## src/rtl/pc_sequencer.sv

```systemverilog
`default_nettype none
// ============================================================================
// Module   : pc_sequencer
// Brief    : Fetch/execute program-counter sequencer with branch, jump, jr,
//            illegal-op and interrupt vectoring plus cycle/retire counters.
// Revision : 1.0 - initial release
// ============================================================================
module pc_sequencer #(
    parameter int                ADDR_W    = 32,
    parameter logic [ADDR_W-1:0] RESET_PC  = 32'h0000_0000,
    parameter logic [ADDR_W-1:0] ILLOP_VEC = 32'h8000_0004,
    parameter logic [ADDR_W-1:0] XADR_VEC  = 32'h8000_0008,
    parameter int                CNT_W     = 32
) (
    input  logic              clk,
    input  logic              reset,
    output logic              imem_req,
    output logic [ADDR_W-1:0] imem_addr,
    input  logic              imem_ack,
    input  logic [31:0]       imem_data,
    output logic              inst_valid,
    output logic [31:0]       inst,
    output logic [ADDR_W-1:0] pc,
    output logic [ADDR_W-1:0] pc_plus4,
    input  logic              retire,
    input  logic [2:0]        pc_src,
    input  logic              br_taken,
    input  logic [ADDR_W-1:0] br_offset,
    input  logic [ADDR_W-1:0] jr_target,
    input  logic              irq,
    output logic [ADDR_W-1:0] epc,
    output logic              epc_we,
    output logic [CNT_W-1:0]  cycle_cnt,
    output logic [CNT_W-1:0]  retire_cnt
);

    localparam logic [1:0] c_ST_RST   = 2'd0;
    localparam logic [1:0] c_ST_FETCH = 2'd1;
    localparam logic [1:0] c_ST_EXEC  = 2'd2;

    localparam int c_LOW_W = ADDR_W - 1;
    localparam int c_JW    = (ADDR_W > 32) ? ADDR_W : 32;

    localparam logic [2:0] c_SRC_SEQ  = 3'b000;
    localparam logic [2:0] c_SRC_BR   = 3'b001;
    localparam logic [2:0] c_SRC_JMP  = 3'b010;
    localparam logic [2:0] c_SRC_JR   = 3'b011;
    localparam logic [2:0] c_SRC_XADR = 3'b101;

    logic [1:0]        r_state;
    logic [1:0]        w_state_nxt;
    logic              w_fetch_done;
    logic              w_accept;

    logic [ADDR_W-1:0] r_pc;
    logic [31:0]       r_inst;
    logic [ADDR_W-1:0] r_epc;
    logic              r_epc_we;
    logic [CNT_W-1:0]  r_cycle_cnt;
    logic [CNT_W-1:0]  r_retire_cnt;

    logic              w_k;
    logic [ADDR_W-1:0] w_pc_plus4;
    logic [ADDR_W-1:0] w_br_target;
    logic [c_JW-1:0]   w_jump_full;
    logic [ADDR_W-1:0] w_jump_target;
    logic [ADDR_W-1:0] w_norm_pc;
    logic              w_vec;
    logic [ADDR_W-1:0] w_vec_pc;
    logic [ADDR_W-1:0] w_vec_epc;
    logic              w_irq_take;
    logic              w_take_vector;
    logic [ADDR_W-1:0] w_pc_nxt;
    logic [ADDR_W-1:0] w_epc_nxt;

    always_ff @(posedge clk) begin
        if (reset) begin
            r_state <= c_ST_RST;
        end else begin
            r_state <= w_state_nxt;
        end
    end

    always_comb begin
        w_state_nxt  = r_state;
        w_fetch_done = 1'b0;
        w_accept     = 1'b0;
        imem_req     = 1'b0;
        inst_valid   = 1'b0;
        case (r_state)
            c_ST_RST: begin
                w_state_nxt = c_ST_FETCH;
            end
            c_ST_FETCH: begin
                imem_req = 1'b1;
                if (imem_ack) begin
                    w_fetch_done = 1'b1;
                    w_state_nxt  = c_ST_EXEC;
                end
            end
            c_ST_EXEC: begin
                inst_valid = 1'b1;
                if (retire) begin
                    w_accept    = 1'b1;
                    w_state_nxt = c_ST_FETCH;
                end
            end
            default: begin
                w_state_nxt = c_ST_RST;
            end
        endcase
    end

    // The kernel bit rides above all address arithmetic; carries never reach it.
    assign w_k           = r_pc[ADDR_W-1];
    assign w_pc_plus4    = {w_k, r_pc[ADDR_W-2:0] + c_LOW_W'(4)};
    assign w_br_target   = {w_k, w_pc_plus4[ADDR_W-2:0] + {br_offset[ADDR_W-4:0], 2'b00}};
    assign w_jump_full   = c_JW'({w_pc_plus4[ADDR_W-1 -: 4], r_inst[25:0], 2'b00});
    assign w_jump_target = w_jump_full[ADDR_W-1:0];

    always_comb begin
        w_norm_pc = w_pc_plus4;
        w_vec     = 1'b0;
        w_vec_pc  = ILLOP_VEC;
        w_vec_epc = w_pc_plus4;
        case (pc_src)
            c_SRC_SEQ: w_norm_pc = w_pc_plus4;
            c_SRC_BR:  w_norm_pc = br_taken ? w_br_target : w_pc_plus4;
            c_SRC_JMP: w_norm_pc = w_jump_target;
            c_SRC_JR: begin
                w_norm_pc = jr_target;
                if (jr_target[1:0] != 2'b00) begin
                    w_vec     = 1'b1;
                    w_vec_epc = r_pc;
                end
            end
            c_SRC_XADR: begin
                w_vec    = 1'b1;
                w_vec_pc = XADR_VEC;
            end
            default: w_vec = 1'b1;
        endcase

        // Masked only when staying in kernel; a jr out of kernel lets a pending irq in.
        w_irq_take    = irq & ~w_vec & ~(w_k & w_norm_pc[ADDR_W-1]);
        w_take_vector = w_vec | w_irq_take;
        w_pc_nxt      = w_norm_pc;
        w_epc_nxt     = w_norm_pc;
        if (w_vec) begin
            w_pc_nxt  = w_vec_pc;
            w_epc_nxt = w_vec_epc;
        end else if (w_irq_take) begin
            w_pc_nxt  = XADR_VEC;
            w_epc_nxt = w_norm_pc;
        end
    end

    always_ff @(posedge clk) begin
        if (reset) begin
            r_pc         <= RESET_PC;
            r_inst       <= 32'd0;
            r_epc        <= '0;
            r_epc_we     <= 1'b0;
            r_cycle_cnt  <= '0;
            r_retire_cnt <= '0;
        end else begin
            r_cycle_cnt <= r_cycle_cnt + CNT_W'(1);
            r_epc_we    <= 1'b0;
            if (w_fetch_done) begin
                r_inst <= imem_data;
            end
            if (w_accept) begin
                r_pc         <= w_pc_nxt;
                r_retire_cnt <= r_retire_cnt + CNT_W'(1);
                if (w_take_vector) begin
                    r_epc    <= w_epc_nxt;
                    r_epc_we <= 1'b1;
                end
            end
        end
    end

    assign imem_addr  = r_pc;
    assign pc         = r_pc;
    assign pc_plus4   = w_pc_plus4;
    assign inst       = r_inst;
    assign epc        = r_epc;
    assign epc_we     = r_epc_we;
    assign cycle_cnt  = r_cycle_cnt;
    assign retire_cnt = r_retire_cnt;

endmodule
`default_nettype wire

```

## config.mk

```make
export PLATFORM = sky130hd
export DESIGN_NAME = pc_sequencer
export DESIGN_NICKNAME = d
export VERILOG_FILES = /design/src/rtl/pc_sequencer.sv
export SDC_FILE = /design/constraint.sdc
export NUM_CORES = 1
export LEC_CHECK = 0
export BUFFER_PORTS_ARGS = -buffer_cell sky130_fd_sc_hd__clkbuf_2
export CORE_UTILIZATION = 25
export DETAILED_ROUTE_END_ITERATION = 10
export PLACE_DENSITY_LB_ADDON = 0.2
export SETUP_SLACK_MARGIN = 0.02
export SYNTH_ARGS = -nofsm -noshare
export SYNTH_HDL_FRONTEND = slang
export SYNTH_SLANG_ARGS = --single-unit
```

## constraint.sdc

```tcl
create_clock -name clk -period 4.25 [get_ports clk]
set_clock_uncertainty 0.2 [all_clocks]
set_input_delay 0 -clock clk [delete_from_list [all_inputs] [get_ports clk]]
set_output_delay 0 -clock clk [all_outputs]
set_load 0.02 [all_outputs]
```

# Word level (Yosys, flattened, before mapping)
# Index checks and enable logic that the tools add are counted.
[op_classes]
n_reduce_logical = 7
div_mod_pow = 0
shift = 0
eq_ne = 8
n_bitwise = 7
n_mux = 20
magnitude_cmp = 0
n_mul = 0
n_addsub = 4
[ops]
columns = ["operator", "n"]
rows = [
  ["$mux 32", 3],
  ["$pmux 32 s3", 1],
  ["$mux 31", 3],
  ["$add 32x1->32 const B", 2],
  ["$add 31x3->31 const B", 1],
  ["$add 31x31->31", 1],
  ["$mux 1", 8],
  ["$eq 3x2->1 const B", 2],
  ["$pmux 2 s3", 1],
  ["$mux 2", 2],
  ["$mux 4", 1],
  ["$ne 2x2->1 const B", 2],
  ["$reduce_and 2->1", 2],
  ["$and 1x1->1", 3],
  ["$eq 3x1->1 const B", 1],
  ["$eq 3x3->1 const B", 1],
  ["$logic_not 3->1", 1],
  ["$not 1->1", 3],
  ["$reduce_or 3->1", 1],
  ["$eq 2x1->1 const B", 1],
  ["$eq 2x2->1 const B", 1],
  ["$logic_not 2->1", 1],
  ["$pmux 1 s2", 1],
  ["$reduce_bool 2->1", 1],
  ["2 further kinds", 2],
]
[word_totals]
inputBits = 105
elab_cells = 53
mem_bits_rw = 0
register_bits = 163
romBits = 0
out_inout_bits = 227
latchBits = 0
mem_count = 0

# Longest topological paths before layout
# Gate-level depths: netlist (run 1).
[logic_depth]
ltp_word = 9
mapped_depth = 18
mapped_depth_nobuf = 17

# Least setup slack after synthesis (run 1)
# OpenSTA, ideal clock, no wires.
[synth_path]
path_kind = "register to register"
start = "register r_pc[4] (netlist: imem_addr[4])"
end = "register r_epc[30] (netlist: epc[30])"
required_time_ns = 3.954
stages_incl_launch_ff = 18
setup_slack_ns = -0.168
path_buffers = 2
arrival_ns = 4.123
cell_sequence = "dfxtp_1 -> buf_4 -> nand3_2 -> or4_1 -> nor3_2 -> nand2_1 -> xnor2_1 -> ha_1 -> clkbuf_1 -> a21oi_1 -> o21ai_0 -> a2111o_1 -> a21oi_1 -> o31ai_1 -> and3_1 -> or2_0 -> o211a_1 -> o41ai_2"
[synth_between]
elab_chain_cells = 5
elab_cells_between_ends = 7
classes_between = "add/sub: 2; mux: 5"
[synth_lines]
columns = ["item", "line", "rtl"]
rows = [
  ["start: declaration", "55", "logic [ADDR_W-1:0] r_pc;"],
  ["start signal: assignment", "173", "r_pc <= w_pc_nxt;"],
  ["$add 31x3->31", "116", "assign w_pc_plus4 = {w_k, r_pc[ADDR_W-2:0] + c_LOW_W'(4)};"],
  ["via pc_plus4[23]", "24", "output logic [ADDR_W-1:0] pc_plus4,"],
  ["$add 31x31->31", "117", "assign w_br_target = {w_k, w_pc_plus4[ADDR_W-2:0] + {br_offset[ADDR_W-4:0], 2'b00}};"],
  ["$mux 31", "128", "c_SRC_BR: w_norm_pc = br_taken ? w_br_target : w_pc_plus4;"],
  ["$pmux 32 s3", "126", "case (pc_src)"],
  ["$mux 32", "149", "if (w_vec) begin"],
  ["end signal: assignment", "176", "r_epc <= w_epc_nxt;"],
  ["end: declaration", "57", "logic [ADDR_W-1:0] r_epc;"],
]
# The timed path passes the listed nets, and every way through them passes these cells.
# A chain may end at the register's enable or synchronous reset.

# Worst setup path after layout (run 1)
[layout_path]
start = "register r_pc[4] (netlist: imem_addr[4])"
end = "register r_epc[30] (netlist: epc[30])"
[layout_between]
elab_chain_cells = 5
elab_cells_between_ends = 7
classes_between = "add/sub: 2; mux: 5"
[layout_lines]
columns = ["item", "line"]
rows = [
  ["$add 31x3->31 *", "116"],
  ["$add 31x31->31", "117"],
  ["$mux 31", "128"],
  ["$pmux 32 s3", "126"],
  ["$mux 32 *", "149"],
]
# Mark *: on every way between the ends. The rest lies on a longest branch, timed or not.

==> results of run 1 <==
-- layout by cell type, fill, tap and decap left out, types with 11 or more instances in the layout --
master and count:
sky130_fd_sc_hd__nand2b_1 14, sky130_fd_sc_hd__a221oi_1 17, sky130_fd_sc_hd__o21ai_0 72, sky130_fd_sc_hd__inv_1 26
sky130_fd_sc_hd__buf_4 94, sky130_fd_sc_hd__or3_1 13, sky130_fd_sc_hd__dfxtp_1 161, sky130_fd_sc_hd__a21oi_1 120
sky130_fd_sc_hd__xnor2_1 32, sky130_fd_sc_hd__a211oi_1 12, sky130_fd_sc_hd__clkbuf_16 17, sky130_fd_sc_hd__nor3_1 16
sky130_fd_sc_hd__nand4_1 27, sky130_fd_sc_hd__nor2_1 150, sky130_fd_sc_hd__clkbuf_2 327, sky130_fd_sc_hd__a31oi_1 11
sky130_fd_sc_hd__and3_1 14, sky130_fd_sc_hd__dlygate4sd3_1 73, sky130_fd_sc_hd__nand2_1 171, sky130_fd_sc_hd__mux2i_1 18
sky130_fd_sc_hd__ha_1 36, sky130_fd_sc_hd__nand3_1 43, sky130_fd_sc_hd__a21o_1 17, sky130_fd_sc_hd__xor2_1 54
sky130_fd_sc_hd__nor2b_1 12
-- where the power goes --
group | total [W] | switching [W] | internal, W
clock network | 0.00172 | 0.000714 | 0.00101
registers | 0.00158 | 0.0000274 | 0.00155
logic | 0.000528 | 0.000318 | 0.000210
total | 0.00383 | 0.00106 | 0.00277
-- kinds of logic (layout without fill, tap and decap cells) --
family	Yosys count	after routing
multiplexers	20	20
AO/OA/AOI/OAI	339	339
XOR/XNOR	96	96
adder cells (fa/ha/maj)	37	37
AND/OR/NAND/NOR	512	512
buffers and inverters	129	551
other	0	3
flip-flops	163	163
-- sequential cells by signal (all words and copies together), names as in the netlist --
name and flops:
cycle_cnt 32, epc 32, epc_we 1, imem_addr 32, inst 32, r_state 2
retire_cnt 32
-- worst min-delay path: stages --
cell	delay [ns]
sky130_fd_sc_hd__clkbuf_2	0.07
sky130_fd_sc_hd__mux2i_1	0.07
sky130_fd_sc_hd__o221ai_1	0.30
sky130_fd_sc_hd__a22oi_1	0.08
sky130_fd_sc_hd__nor2_1	0.08
-- what timing repair did --
item	CTS	global route
hold buffers	73	0
hold endpoints to repair	104	0
setup buffers	0	0
endpoints found under the setup margin	0	7
resized for setup	0	14
-- routing by layer --
layer	GRT usage, %	vias up
met5	0	-
met4	4.87	0
met3	4.10	41
met2	35.9	349
met1	26.3	5281
li1	-	5395
-- path summary, 6_finish.rpt --
kind                                                   to  slack (ns)  cells past startpoint                 startpoint
worst max-delay path                 epc[30]$_SDFFE_PP0P_        0.25                     13  imem_addr[4]$_SDFFE_PP0P_
worst min-delay path            imem_addr[9]$_SDFFE_PP0P_        0.01                      5               jr_target[9]
worst max register to register       epc[30]$_SDFFE_PP0P_        0.25                     13  imem_addr[4]$_SDFFE_PP0P_
worst min register to register        epc[1]$_SDFFE_PP0P_        0.25                      2        epc[1]$_SDFFE_PP0P_
-- metrics by stage --
| stage | std cells | hold WS (ns) | power [W] | setup slack (ns) |
|---|---|---|---|---|
| finish | 2239 | 0.00966 | 0.00383 | 0.251 |
| floorplan | 1296 | -0.0640 | 0.00188 | -0.0326 |
| CTS | 2236 | 0.000116 | 0.00388 | 0.109 |
| global route | 2238 | 0.0262 | 0.00399 | 0.0209 |
| global placement | 2132 | 0.0238 | 0.00209 | 0.193 |
| detailed placement | 2132 | 0.0288 | 0.00209 | 0.137 |
-- area by class of cell --
cell class,instances,share of cell area [%]
Clock buffer,18,3.16
Tap cell,518,4.66
Inverter,26,0.701
Sequential cell,163,23.5
Clock inverter,13,1.40
Timing Repair Buffer,494,22.1
Multi-Input combinational cell,1004,44.5
Antenna cell,3,0.0539
==> metrics.yaml, run 1 <==
cts:
  tritoncts: "done"
  clock_tree.htree_level_count: 4
  clock_path_buffers: 2
  cts_made_buffers: 17
  insertion_delay_ns: 0.44
  clock-sinks: 163
  clk_pin_slew_worst_paths_ns: 0.07
  clk_root_buffer_cell: "sky130_fd_sc_hd__clkbuf_16"
logic_synthesis:
  ys_top_cells_by_count: "172 x sky130_fd_sc_hd__nand2_1, 163 x sky130_fd_sc_hd__dfxtp_1, 152 x sky130_fd_sc_hd__nor2_1, 122 x sky130_fd_sc_hd__a21oi_1, 73 x sky130_fd_sc_hd__o21ai_0"
  largest_family_of_logic_cells_by_synthesized_area: "simple AND/OR/NAND/NOR gates"
  netlist.area_leader.share_pct: 32.7
  synth_compound_area_share_pct: 21.7
  synth_mux_area_share_pct: 2.03
  library_cells_used_by_synthesis: 73
  synth_warnings: 0
  ys_top_cells_by_area: "sky130_fd_sc_hd__dfxtp_1 33%, sky130_fd_sc_hd__nand2_1 6.5%, sky130_fd_sc_hd__a21oi_1 6.1%"
  postSynthAreaPerCell_sq_um: 7.70
  synth_xor_xnor_area_share_pct: 8.50
  yosys_most_used_dff: "sky130_fd_sc_hd__dfxtp_1"
  number_of_flops_mapped_to_enable_cells_by_yosys: 0
  synth_most_common_cell: "sky130_fd_sc_hd__nand2_1"
  synthCells: 1296
  yosys_register_bits: 163
  async_set_or_reset_flop_fraction_in_the_synthesized_netlist_pct: 0
  seq_area_frac_synth_pct: 32.7
  yosys.area.top_type: "sky130_fd_sc_hd__dfxtp_1"
  synthesis.area_sq_mm: 0.00998
  synth_adder_area_share_pct: 4.71
  synth_simple_gate_area_share_pct: 24.0
  synth_fp_nets: 1438
pwr:
  power-per-cell-area_mw_per_mm2: 275
  power_leakage_nw: 6.18
  vdd_ir_drop_max_mv: 0.300
layout:
  fillers: 4176
  finalNetCount: 1848
  finalCoreUtilization_pct: 35.7
  multiInputGateArea_sq_mm: 0.00619
  fin_area_sq_mm: 0.0139
  area_delta_synth_final_pct: 39.5
  layout-drive-gt1-share_pct: 29.0
  ff_latch_area_sq_mm: 0.00327
timing:
  setup_viol: 0
  fin_crit_sh_pct: 94.1
  setup-tns-final_ns: 0
  final-max-slew-violation-count: 0
  worst_slew_margin_relative_to_its_limit_pct: 25.8
  timing_worst_slew_pin_value_ns: 1.10
  post-route-min-period_ns: 4.00
  final-hold-violation-count: 0
  grt_setup_unrepaired: "false"
  achievable-frequency_mhz: 250
floorplan:
  core_area_sq_mm: 0.0390
  initial_utilization_pct: 25.6
  die-height_microns: 202
  die_area_sq_mm: 0.0407
  total_i_o_pin_count: 332
  die_width_microns: 202
  floorplan.rows: 72
grt:
  globalRouteOverflowTotal: 0
  grt_max_degree: 71
  first_global_vias: 10500
  global_route_wire_length_before_repair_mm: 64.1
  grt.total_usage_pct: 20.8
  grt_antenna_before_repair: 2
drt:
  drt_drc_violations_left: 0
  routed.top_layer: "met4"
  route.layer.met1.wl_mm: 18.9
  drt-vias-per-instance: 4.94
  via_count: 11100
  routed-wl-met3_mm: 2.39
  wl_met2_mm: 21.0
  detail_route.wirelength_mm: 43.1
  drt-pass1-iter-count: 7
  remaining_antenna_violation_count: 0
  first_iter_violations: 678
  drt-wirelength-per-cell_microns: 19.2
worst_setup_path:
  worst_ep_arrival_time_ns: 4.15
  timing.critical_path.mode_cell: "sky130_fd_sc_hd__and3_1"
  worst_setup_path_end_kind: "flop"
  worstPathRequired_ns: 4.40
  cp_top_family: "simple AND/OR/NAND/NOR gates"
  timing.critical_path.fanout_max: 5
  critical_path.max_stage_delay_ns: 0.56
  cell_with_the_largest_stage_delay_on_the_worst_path: "sky130_fd_sc_hd__or4_4"
  path_buf_inv: 0
  setup.worst_path.start_class: "flop"
  crit_chain: "nand3_2, or4_4, nor3_4, and3_1, xor2_1, ha_1, a21o_1, a211oi_1, o31ai_1, and3_1, or2_0, o211a_1, o41ai_2"
  critPathKind: "reg -> reg"
place:
  port_buffers: 328
  dpl-instance-area_sq_mm: 0.0125
  dp_hpwl_mm: 33.4
  place_congestion: 0.901
flow_run:
  max_cap_viols: 0
status:
  outcome: "completed"
hold_path:
  hold_crit_path_type: "in -> reg"
Power figures use the tool's default switching activity.
==> run 2: changes to the inputs <==
CTS_BUF_LIST = sky130_fd_sc_hd__clkbuf_4   (was default)
==> run 2 against run 1 <==
Compared with the run above:
- first-iteration DRC count decreased by 5.9%
- critical path type unchanged
- core utilization increased by 1.5 points
- global-route usage increased by 0.56 points
- clock power decreased by 35%
- register-to-register slack got worse by 0.08 ns
==> metrics.yaml, run 2 (same netlist as run 1, synthesis figures left out) <==
status:
  outcome: "completed"
place:
  pre_cts_ws_ns: 0.137
  port_buffers: 328
  place_congestion: 0.901
  dpl-instance-area_sq_mm: 0.0125
  dp_hpwl_mm: 33.4
worst_setup_path:
  worstPathRequired_ns: 4.53
  worst_ep_arrival_time_ns: 4.36
  setup.worst_path.start_class: "flop"
  critPathKind: "reg -> reg"
  worst_setup_path_end_kind: "flop"
  timing.critical_path.fanout_max: 5
  setup.reg_to_reg.worst_slack_ns: 0.17
  worstRegToRegCells: 15
floorplan:
  floorplan.rows: 72
  core_area_sq_mm: 0.0390
  initial_utilization_pct: 25.6
  total_i_o_pin_count: 332
  die-height_microns: 202
  die_area_sq_mm: 0.0407
  die_width_microns: 202
layout:
  multiInputGateArea_sq_mm: 0.00622
  layout-drive-gt1-share_pct: 28.0
  finalCoreUtilization_pct: 37.1
  ff_latch_area_sq_mm: 0.00327
  fin_area_sq_mm: 0.0145
  most-common-layout-cells: "327 x sky130_fd_sc_hd__clkbuf_2, 171 x sky130_fd_sc_hd__nand2_1, 161 x sky130_fd_sc_hd__dfxtp_1"
  finalNetCount: 1932
  most_common_cell_after_layout_fill_and_taps_aside: "sky130_fd_sc_hd__clkbuf_2"
  area_delta_synth_final_pct: 45.2
  fillers: 4124
grt:
  globalRouteOverflowTotal: 0
  global_route_wire_length_before_repair_mm: 65.9
  grt.total_usage_pct: 21.3
  use_met1_pct: 26.6
  grt_max_degree: 71
  global_route.usage.met3_pct: 3.81
  use_met2_pct: 36.9
  grt.busiest_layer: "met2"
  grt_antenna_before_repair: 4
  first_global_vias: 11000
timing:
  setup_viol: 0
  fin_crit_sh_pct: 95.9
  postLayoutSetupSlackWorst_ns: 0.175
  post-route-min-period_ns: 4.08
  grt_setup_unrepaired: "true"
  worst_slew_margin_relative_to_its_limit_pct: 25.6
  achievable-frequency_mhz: 245
  final-max-slew-violation-count: 0
  final-hold-violation-count: 0
  timing_worst_slew_pin_value_ns: 1.11
pwr:
  vdd_ir_drop_max_mv: 0.204
  power_leakage_nw: 6.41
  finalPower_w: 0.00328
  p_switching_w: 0.000993
  comb_power_share_pct: 18.0
  power-per-cell-area_mw_per_mm2: 227
  power.share.switching_pct: 30.3
  pwr-share-clk_pct: 33.7
  power_frac_seq_pct: 48.2
  internal_power_w: 0.00229
cts:
  clock_path_buffers: 2
  clock-sinks: 163
  tritoncts: "done"
  postCtsSetupRepairBufs: 0
  insertion_delay_ns: 0.61
  clk_root_buffer_cell: "sky130_fd_sc_hd__clkbuf_4"
  cts_made_buffers: 17
  clk_pin_slew_worst_paths_ns: 0.16
  clock_tree.htree_level_count: 4
drt:
  detail_route.wirelength_mm: 44.4
  drt_drc_violations_left: 0
  first_iter_violations: 638
  via_count: 11400
  drt-pass1-iter-count: 6
  remaining_antenna_violation_count: 0
  drt-wirelength-per-cell_microns: 19.1
  drt-vias-per-instance: 4.92
flow_run:
  max_cap_viols: 0
hold_path:
  hold_path_depth: 7
  hold_crit_path_type: "in -> reg"
run 2: stage by stage:
stage	instances	hold WS, ns	TNS [ns]
2_1_floorplan	1296	-0.0640	-0.0326
3_3_place_gp	2132	0.0238	0
3_5_place_dp	2132	0.0288	0
4_1_cts	2320	0.000430	0
5_1_grt	2324	0.0586	-0.00183
6_report	2324	0.0467	0
run 2: timing repair:
item                       in CTS  in global routing
hold endpoints to repair      146                  0
resized for setup               0                 22
hold buffers                  157                  0
setup endpoints to repair       0                 10
run 2: layout make-up:
class | count | share of cell area (%)
Multi-Input combinational cell | 1004 | 43.0
Timing Repair Buffer | 578 | 27.0
Sequential cell | 163 | 22.5
Tap cell | 518 | 4.47
Clock inverter | 14 | 1.37
Clock buffer | 17 | 0.881
Inverter | 26 | 0.674
Antenna cell | 4 | 0.0691
run 2: routing by layer:
layer  share of wire, %  up-vias
met1                 43     5431
met3                5.8       54
met4                2.5        0
met2                 49      380
met5                  0        -
li1                   -     5567
run 2: final timing paths:
| check | start | to |
|---|---|---|
| max | imem_addr[2]$_SDFFE_PP0P_ | imem_addr[11]$_SDFFE_PP0P_ |
| min | br_offset[2] | epc[4]$_SDFFE_PP0P_ |
| max reg2reg | imem_addr[2]$_SDFFE_PP0P_ | imem_addr[11]$_SDFFE_PP0P_ |
| min reg2reg | epc[1]$_SDFFE_PP0P_ | epc[1]$_SDFFE_PP0P_ |
run 2: critical path: stages, from the launching register on:
cell and delay, ns:
sky130_fd_sc_hd__dfxtp_2 0.39, sky130_fd_sc_hd__ha_1 0.23, sky130_fd_sc_hd__buf_4 0.17, sky130_fd_sc_hd__nand3_1 0.12, sky130_fd_sc_hd__xnor2_2 0.23, sky130_fd_sc_hd__ha_1 0.33, sky130_fd_sc_hd__a21oi_1 0.20, sky130_fd_sc_hd__nand2_1 0.13
sky130_fd_sc_hd__o211ai_1 0.27, sky130_fd_sc_hd__nor2b_2 0.23, sky130_fd_sc_hd__xor2_1 0.19, sky130_fd_sc_hd__a21oi_1 0.08, sky130_fd_sc_hd__or2_2 0.34, sky130_fd_sc_hd__dlygate4sd3_1 0.60, sky130_fd_sc_hd__a32oi_1 0.18, sky130_fd_sc_hd__nor2_1 0.05
run 2: power by group through the flow:
stage                     clock, W  combinational (W)  sequential [W]
after floorplan                  0           0.000244         0.00164
after global placement           0           0.000477         0.00161
after detailed placement         0           0.000477         0.00162
after CTS                  0.00116           0.000586         0.00158
after global routing       0.00121           0.000639         0.00159
final                      0.00111           0.000592         0.00158
==> run 3: changes to the inputs <==
CTS_BUF_LIST = default   (was sky130_fd_sc_hd__clkbuf_4)
GPL_ROUTABILITY_DRIVEN = 0   (was default)
==> run 3 against run 2 <==
Compared with the run above:
- worst hold slack worse by 0.023 ns
- sequential share of layout area increased by 0.95 points
- critical path depth rose by 1
- final area decreased by 4.1%
- worst setup slack lost 0.010 ns
- flip-flop and latch count unchanged
- count of clock-buffer cells in the layout did not move
- sequential power is essentially flat
- register-to-register slack is essentially flat
- die area is the same
- critical path type unchanged
- largest power group is now clock
- highest routed layer unchanged
==> metrics.yaml, run 3 (same netlist as run 1, synthesis figures left out) <==
worst_setup_path:
  worstPathRequired_ns: 4.42
  cp_top_family: "compound AO/OA/AOI/OAI gates"
  timing.critical_path.fanout_max: 8
  critical_path.max_stage_delay_ns: 0.43
  timing.critical_path.mode_cell: "sky130_fd_sc_hd__a21o_1"
  cell_with_the_largest_stage_delay_on_the_worst_path: "sky130_fd_sc_hd__or3_4"
  path_buf_inv: 1
  setup.worst_path.start_class: "flop"
  worst_ep_arrival_time_ns: 4.26
  worst_setup_path_end_kind: "flop"
  setup.reg_to_reg.worst_slack_ns: 0.16
  critPathKind: "reg -> reg"
  crit_chain: "and3_4, nand3_4, or3_4, nor2_4, buf_4, xnor2_1, ha_1, a21o_1, a21o_1, a21o_1, a221o_1, a31oi_2, xnor2_1, o221ai_1, or2_1, a41oi_1"
layout:
  most_common_cell_after_layout_fill_and_taps_aside: "sky130_fd_sc_hd__clkbuf_2"
  area_delta_synth_final_pct: 39.2
  fillers: 4109
  most-common-layout-cells: "327 x sky130_fd_sc_hd__clkbuf_2, 171 x sky130_fd_sc_hd__nand2_1, 163 x sky130_fd_sc_hd__dfxtp_1"
  finalNetCount: 1847
  layout-drive-gt1-share_pct: 28.4
cts:
  clock-sinks: 163
  clk_pin_slew_worst_paths_ns: 0.08
  clock_path_buffers: 2
  tritoncts: "done"
  clk_root_buffer_cell: "sky130_fd_sc_hd__clkbuf_16"
  insertion_delay_ns: 0.45
  clock_tree.htree_level_count: 4
  cts_made_buffers: 17
  postCtsSetupRepairBufs: 0
floorplan:
  total_i_o_pin_count: 332
  core_area_sq_mm: 0.0390
  initial_utilization_pct: 25.6
  die-height_microns: 202
  die_width_microns: 202
  die_area_sq_mm: 0.0407
  floorplan.rows: 72
timing:
  fin_crit_sh_pct: 96.1
  final-max-slew-violation-count: 0
  setup-tns-final_ns: 0
  achievable-frequency_mhz: 245
  timing_worst_slew_pin_value_ns: 1.07
  post-route-min-period_ns: 4.09
  grt_setup_unrepaired: "true"
  final-hold-violation-count: 0
  worst_slew_margin_relative_to_its_limit_pct: 28.2
  setup_viol: 0
drt:
  drt-vias-per-instance: 4.97
  remaining_antenna_violation_count: 0
  via_count: 11100
  first_iter_violations: 637
  drt-wirelength-per-cell_microns: 19.0
  drt-pass1-iter-count: 5
  detail_route.wirelength_mm: 42.5
  drt_drc_violations_left: 0
place:
  port_buffers: 328
  dp_hpwl_mm: 32.7
status:
  outcome: "completed"
pwr:
  vdd_ir_drop_max_mv: 0.278
  power_leakage_nw: 6.13
  power-per-cell-area_mw_per_mm2: 270
  finalPower_w: 0.00375
grt:
  first_global_vias: 10300
  globalRouteOverflowTotal: 0
  global_route_wire_length_before_repair_mm: 62.9
  grt_max_degree: 72
  grt_antenna_before_repair: 2
  grt.total_usage_pct: 20.4
flow_run:
  max_cap_viols: 0
hold_path:
  hold_crit_path_type: "in -> reg"
-- run 3: cell types whose count changed in the layout (fill, tap and decap cells not counted), sizes merged --
cell	previous run	this run
buf	94	86
bufinv	4	1
diode	4	2
dlygate4sd3	157	80
inv	32	36
-- run 3: per-layer routing --
layer | part of all wire [%] | global-route usage, % | routed length, microns | vias up
met4 | 2.8 | 7.25 | 1170 | 0
met2 | 48 | 34.0 | 20400 | 366
met1 | 44 | 25.9 | 18700 | 5309
met5 | 0 | 0 | 0 | -
li1 | - | - | - | 5389
met3 | 5.5 | 4.29 | 2340 | 57
-- run 3: final cells by class --
| type | instances | area, sq um | area share [%] |
|---|---|---|---|
| inverter | 26 | 97.6 | 0.703 |
| antenna | 2 | 5.00 | 0.0360 |
| clock buffer | 17 | 425 | 3.06 |
| clock inverter | 15 | 179 | 1.29 |
| tap | 518 | 648 | 4.67 |
| timing repair buffer | 493 | 3080 | 22.2 |
| sequential | 163 | 3260 | 23.5 |
| multi-input combinational | 1004 | 6190 | 44.5 |
-- run 3: final timing paths --
kind,start,endpoint,cells after the start
setup / recovery,imem_addr[13]$_SDFFE_PP0P_,epc[27]$_SDFFE_PP0P_,16
hold / removal,imem_ack,inst[14]$_SDFFE_PP0P_,6
setup reg to reg,imem_addr[13]$_SDFFE_PP0P_,epc[27]$_SDFFE_PP0P_,16
hold reg to reg,epc[1]$_SDFFE_PP0P_,epc[1]$_SDFFE_PP0P_,2
-- run 3: timing repair --
action / in CTS / in global routing
pin swaps: 0 / 2
hold buffers: 80 / 0
endpoints found under the hold margin: 106 / 0
endpoints found under the setup margin: 1 / 7
gates resized for setup: 1 / 12
-- run 3: worst min-delay path, cell delays in order --
cell	delay, ns
sky130_fd_sc_hd__clkbuf_2	0.09
sky130_fd_sc_hd__nand2_1	0.08
sky130_fd_sc_hd__nor2_2	0.03
sky130_fd_sc_hd__buf_4	0.23
sky130_fd_sc_hd__nand2_1	0.11
sky130_fd_sc_hd__a21oi_1	0.06
-- run 3: stage by stage --
step           hold slack, ns  cells  worst slack (ns)  area, sq um  util [%]
2_1_floorplan         -0.0640   1296           -0.0326        10000         -
3_3_place_gp           0.0229   2124             0.103        12400      31.8
6_report               0.0241   2238             0.164        13900      35.6
4_1_cts               0.00486   2236            0.0729        13800      35.5
5_1_grt                0.0441   2238           -0.0409        13900      35.6
3_5_place_dp           0.0289   2124          -0.00527        12400      31.8
-- run 3: power breakdown --
| group | internal [W] | total [W] | switching (W) |
|---|---|---|---|
| Clock | 0.000848 | 0.00164 | 0.000791 |
| Sequential | 0.00155 | 0.00158 | 0.0000266 |
| Combinational | 0.000209 | 0.000526 | 0.000317 |
